<file path="src/rtl/audio_test_path.sv">
// Per-channel audio sample processor: source select (ADC or sawtooth/triangle/square
// generator), saturating fixed-point gain, and a peak-hold level meter with decay.
module audio_test_path #(
  parameter int DW          = 18,
  parameter int NCH         = 2,
  parameter int GW          = 8,
  parameter int FRAC        = 0,
  parameter int MB          = 8,
  parameter int DECAY_SHIFT = 4
) (
  input  logic                clock,
  input  logic                reset,
  input  logic                sample_en,
  input  logic [NCH*DW-1:0]   adc_in,
  input  logic [2*NCH-1:0]    mode,
  input  logic [DW-1:0]       step,
  input  logic                gain_en,
  input  logic [GW-1:0]       gain,
  output logic [NCH*DW-1:0]   dac_out,
  output logic                out_valid,
  output logic [MB-1:0]       meter
);

  localparam int PW = DW + GW + 1;
  localparam int LG = (NCH > 1) ? $clog2(NCH) : 0;
  localparam int SW = DW + LG;

  localparam logic signed [DW-1:0] S_MIN = {1'b1, {(DW-1){1'b0}}};
  localparam logic signed [DW-1:0] S_MAX = {1'b0, {(DW-1){1'b1}}};
  localparam logic signed [PW-1:0] P_MIN = {{(PW-DW+1){1'b1}}, {(DW-1){1'b0}}};
  localparam logic signed [PW-1:0] P_MAX = {{(PW-DW+1){1'b0}}, {(DW-1){1'b1}}};

  function automatic logic signed [DW-1:0] gen_sample(input logic [1:0] m,
                                                     input logic [DW-1:0] ph,
                                                     input logic signed [DW-1:0] adc);
    logic [DW-2:0] t;
    logic signed [DW-1:0] r;
    t = ph[DW-1] ? ~ph[DW-2:0] : ph[DW-2:0];
    case (m)
      2'd0:    r = adc;
      2'd1:    r = $signed(ph);
      2'd2:    r = $signed({t, 1'b0} ^ S_MIN);
      default: r = ph[DW-1] ? S_MIN : S_MAX;
    endcase
    return r;
  endfunction

  // Full-precision product, then shift and clamp into the sample range.
  function automatic logic signed [DW-1:0] sat_gain(input logic signed [DW-1:0] x,
                                                   input logic [GW-1:0] g);
    logic signed [PW-1:0] p;
    logic signed [DW-1:0] r;
    p = PW'(x) * $signed({{(PW-GW){1'b0}}, g});
    p = p >>> FRAC;
    if (p > P_MAX)      r = S_MAX;
    else if (p < P_MIN) r = S_MIN;
    else                r = p[DW-1:0];
    return r;
  endfunction

  // Magnitude with the most negative value folded onto full scale.
  function automatic logic [DW-2:0] abs_sat(input logic signed [DW-1:0] x);
    logic signed [DW-1:0] n;
    logic [DW-2:0] r;
    n = -x;
    if (x == S_MIN)   r = S_MAX[DW-2:0];
    else if (x[DW-1]) r = n[DW-2:0];
    else              r = x[DW-2:0];
    return r;
  endfunction

  logic [DW-1:0]        phase;
  logic                 vld_p0, vld_p1;
  logic signed [DW-1:0] sel_p0 [NCH];
  logic                 gain_en_p0;
  logic [GW-1:0]        gain_p0;
  logic [DW-2:0]        peak_p2;

  logic signed [SW-1:0] sum;
  logic signed [DW-1:0] mono;
  logic [DW-2:0]        lvl;
  logic [DW-2:0]        peak_nxt;

  assign out_valid = vld_p1;

  always_ff @(posedge clock) begin
    if (reset) begin
      phase  <= '0;
      vld_p0 <= 1'b0;
      vld_p1 <= 1'b0;
    end else begin
      if (sample_en) phase <= phase + step + 1'b1;
      vld_p0 <= sample_en;
      vld_p1 <= vld_p0;
    end
  end

  // Stage 1: source select and control capture
  always_ff @(posedge clock) begin
    if (reset) begin
      for (int k = 0; k < NCH; k++) sel_p0[k] <= '0;
      gain_en_p0 <= 1'b0;
      gain_p0    <= '0;
    end else if (sample_en) begin
      for (int k = 0; k < NCH; k++)
        sel_p0[k] <= gen_sample(mode[2*k +: 2], phase, $signed(adc_in[k*DW +: DW]));
      gain_en_p0 <= gain_en;
      gain_p0    <= gain;
    end
  end

  // Stage 2: gain and saturation
  always_ff @(posedge clock) begin
    if (reset) begin
      dac_out <= '0;
    end else if (vld_p0) begin
      for (int k = 0; k < NCH; k++)
        dac_out[k*DW +: DW] <= gain_en_p0 ? sat_gain(sel_p0[k], gain_p0) : sel_p0[k];
    end
  end

  // Stage 3: mono mix, peak hold with exponential decay
  always_comb begin
    sum = '0;
    for (int k = 0; k < NCH; k++)
      sum = sum + SW'($signed(dac_out[k*DW +: DW]));
    mono     = DW'(sum >>> LG);
    lvl      = abs_sat(mono);
    peak_nxt = (lvl > peak_p2) ? lvl : peak_p2 - (peak_p2 >> DECAY_SHIFT);
  end

  always_ff @(posedge clock) begin
    if (reset) begin
      peak_p2 <= '0;
      meter   <= '0;
    end else if (vld_p1) begin
      peak_p2 <= peak_nxt;
      meter   <= peak_nxt[DW-2 -: MB];
    end
  end

endmodule

</file>
<file path="config.mk">
export PLATFORM = sky130hd
export DESIGN_NAME = audio_test_path
export DESIGN_NICKNAME = d
export VERILOG_FILES = /design/src/rtl/audio_test_path.sv
export SDC_FILE = /design/constraint.sdc
export NUM_CORES = 1
export LEC_CHECK = 0
export ABC_AREA = 1
export CELL_PAD_IN_SITES_DETAIL_PLACEMENT = 0
export CELL_PAD_IN_SITES_GLOBAL_PLACEMENT = 1
export CORE_ASPECT_RATIO = 0.5
export CORE_MARGIN = 10
export CORE_UTILIZATION = 46
export CTS_BUF_LIST = sky130_fd_sc_hd__clkbuf_2
export CTS_CLUSTER_SIZE = 40
export DETAILED_ROUTE_END_ITERATION = 8
export GPL_ROUTABILITY_DRIVEN = 1
export PLACE_DENSITY_LB_ADDON = 0.1
export SYNTH_ARGS = -nofsm -noshare
export SYNTH_HDL_FRONTEND = slang
export SYNTH_SLANG_ARGS = --single-unit
</file>
<file path="constraint.sdc">
create_clock -name clock -period 6.1 [get_ports clock]
set_input_delay 0.915 -clock clock [delete_from_list [all_inputs] [get_ports clock]]
set_output_delay 0.915 -clock clock [all_outputs]
set_load 0.03 [all_outputs]
</file>
==> metrics.txt <==
CP max stage delay 590 ps; initial antenna violation count 2; ys async rst share 0%; largest area contributor in the netlist fa_1; Clock Tree Buf Depth 2; crit end category flip-flop; RSZ-0062 raised after global routing false; Fill cells around 4700; htree depth 4; clock sinks 118; Root Driver clkbuf_2; Top Family by Delay on Critical Path adder cells; Worst Hold End dac_out[0]; Yosys cell types 60; largest cells by area after synthesis fa_1 22%, nand2_1 15%, inv_1 13%, ha_1 10%, dfxtp_1 7.8%; Die Ht around 170 um; largest net degree at the start of global routing 55; CP most frequent cell inv_1; reg2reg setup slack 410 ps; Synth top area share 22.0%; Crit path required time 6840 ps; Startpoint Class flip-flop; global-route wire length before repair 103000 um; Routed WL around 63000 um; port bufs 114; CTS tree done; worst r2r path cells 23; Reg-to-Reg End dac_out[27]; Worst Hold Slack between 400 and 500 ps; sequential area share after synthesis 13.0%; footprint of the multi-input gates 15000 um^2; Power Density 162 nW/um^2; Worst VDD drop 173 uV; YS warnings 0; Setup Total Neg Slack 0 ps; EDFF count, synth 36; clock latency on the worst-skew pair 880 ps; cts bufs inserted 17; hold path depth 2; CORE AREA 45100 um^2; syn_nets 3572; crit path max fanout 17; final worst path period share 93.2%; CTS clk-pin slew, worst paths 250 ps; die area 55100 um^2; vias 19100; register area 2730 um^2; Seq cells post-synth 118; Worst EP arrival 6430 ps; worst-path cell chain buf_4 > nand2_1 > inv_1 > fa_1 > inv_1 > fa_1 > inv_1 > fa_1 > inv_1 > fa_1 > inv_1 > ha_1 > a21oi_1 > o21ai_0 > a21oi_1 > nand3_2 > a21oi_2 > xor2_4 > inv_2 > nand2_4 > nand3_1 > nand2_1 > a21oi_1; maxcap violations 0; worst slew pin tran around 1100 ps; Finish-stage setup viols 0; Relative slew margins 24.2%; DR DRC count 0; Hold Vio Cnt, Final 0; grt total ovfl 0; Final min period 5690 ps; antenna-violating nets left 0; slowest CP cell fa_1; vias in the first global route approximately 19000; Netlist Area Pre-Place 21000 um^2; layout cells sized above 1 4.74%; DP HPWL 51700 um; DR pass1 iterations 5; vias per cell approximately 5.1; syn_area_per_cell 6.78 um^2; RR Startpoint sel_p0[0][35]; min-delay src dac_out[0]; Final Skew 58.2 ps; Worst Path Buf+Inv 7; Slew Viols, Final 0; achievable clock frequency around 0.18 GHz; placer congestion estimate 0.918; Die X 322 um; Avg WL per Cell 16.9 um; # nets final 3605; Hold WC Path Type flip-flop to flip-flop; LEAKAGE 12.8 nW; Syn Inst Count 3098; Boundary Pins 115; total track usage approximately a quarter; Setup CP Type flip-flop to flip-flop; Starting Density a little under half; row cnt 55; Iter 0 DRT Violations 1238; Post-synth top flop dfxtp_1; status completed; area delta synth->final 8.40%
repair_timing:
action                                  4_1_cts  5_1_grt
gates resized for setup                       0        4
endpoints found under the hold margin         0        0
hold buffers                                  0        0
endpoints found under the setup margin        0       31
setup buffers                                 0        4
routing by layer:
| layer | GRT usage, % | vias to the layer above | wire length (um) |
|---|---|---|---|
| li1 | - | 9481 | - |
| met4 | 5.75 | 0 | 1130 |
| met5 | 0 | - | 0 |
| met1 | 32.7 | 9073 | 30600 |
| met2 | 37.8 | 473 | 27900 |
| met3 | 4.20 | 65 | 3730 |
state kept, by name, indices dropped and copies added (netlist names):
name and count:
dac_out 36, sel_p0 36, phase 18, peak_p2 9
gain_p0 8, meter 8, gain_en_p0 1, out_valid 1
vld_p0 1
metrics by stage:
step / utilization [%] / std cells / instance area (um^2) / setup WS [ps] / total power, mW
2_1_floorplan: - / 3098 / 21000 / 999 / 2.52
3_3_place_gp: 49.8 / 3706 / 22500 / 270 / 3.08
3_5_place_dp: 49.8 / 3706 / 22500 / 360 / 3.09
4_1_cts: 50.3 / 3738 / 22700 / 366 / 3.70
6_report: 50.4 / 3745 / 22800 / 415 / 3.69
5_1_grt: 50.4 / 3744 / 22800 / 7.62 / 4.04
layout make-up:
cell class,count,area share (%)
Antenna cell,3,0.0330
Clock inverter,15,0.687
Timing Repair Buffer,139,5.92
Inverter,712,11.7
Sequential cell,118,12.0
Clock buffer,17,0.374
Multi-Input combinational cell,2143,66.0
Tap cell,598,3.29
tightest hold or removal path: cells and delay by family, from the launching register on:
kind / cells / cell delay, ps
AND/OR/NAND/NOR: 1 / 60
AO/OA/AOI/OAI: 1 / 50
flip-flops: 1 / 380
cells in the mapped netlist, drive strengths merged, types with 5 or more instances:
cell type    number
a21oi           183
a22o              8
a31oi             5
and2              9
buf              43
clkbuf           77
dfxtp            82
dlygate4sd3       5
edfxtp           36
fa              231
ha              173
inv             710
nand2           874
nand3           115
nand3b            9
nand4            38
nor2            223
nor3             18
o211ai           13
o21ai           108
o21bai            5
o22ai            14
o31ai            25
xnor2            41
xor2             32
cell usage in the layout, fill, tap and decap left out, types with 30 or more instances in the layout:
cell type          n
a21oi_1          167
clkdlybuf4s50_1  113
dfxtp_1           80
edfxtp_1          36
fa_1             231
ha_1             173
inv_1            703
nand2_1          845
nand3_1          109
nand4_1           35
nor2_1           206
o21ai_0           99
xnor2_1           41
xor2_1            30
cells by family (layout without fill, tap and decap cells):
family | count (synthesis) | in the layout | synth area share [%]
flip-flops | 118 | 118 | 13.0
AO/OA/AOI/OAI | 375 | 375 | 10.3
XOR/XNOR | 73 | 73 | 3.12
other | 0 | 3 | 0
AND/OR/NAND/NOR | 1291 | 1291 | 25.7
adder cells (fa/ha/maj) | 404 | 404 | 32.3
buffers and inverters | 837 | 883 | 15.6
power breakdown:
part | leakage [nW] | total (mW) | switching, mW | internal [mW]
Sequential | 1.07 | 1.02 | 0.141 | 0.879
Combinational | 11.6 | 2.06 | 1.32 | 0.747
Clock | 0.145 | 0.602 | 0.434 | 0.169
Total | 12.8 | 3.69 | 1.89 | 1.79
worst max path at each step:
stage,cells after the start,end,from
floorplan,25,dac_out[25],gain_p0[2]
global placement,22,dac_out[21],sel_p0[0][35]
detailed placement,22,dac_out[30],sel_p0[0][35]
CTS,22,dac_out[30],sel_p0[0][35]
global route,24,dac_out[5],gain_p0[0]
finish,23,dac_out[27],sel_p0[0][35]
(Power assumes the default switching activity.)
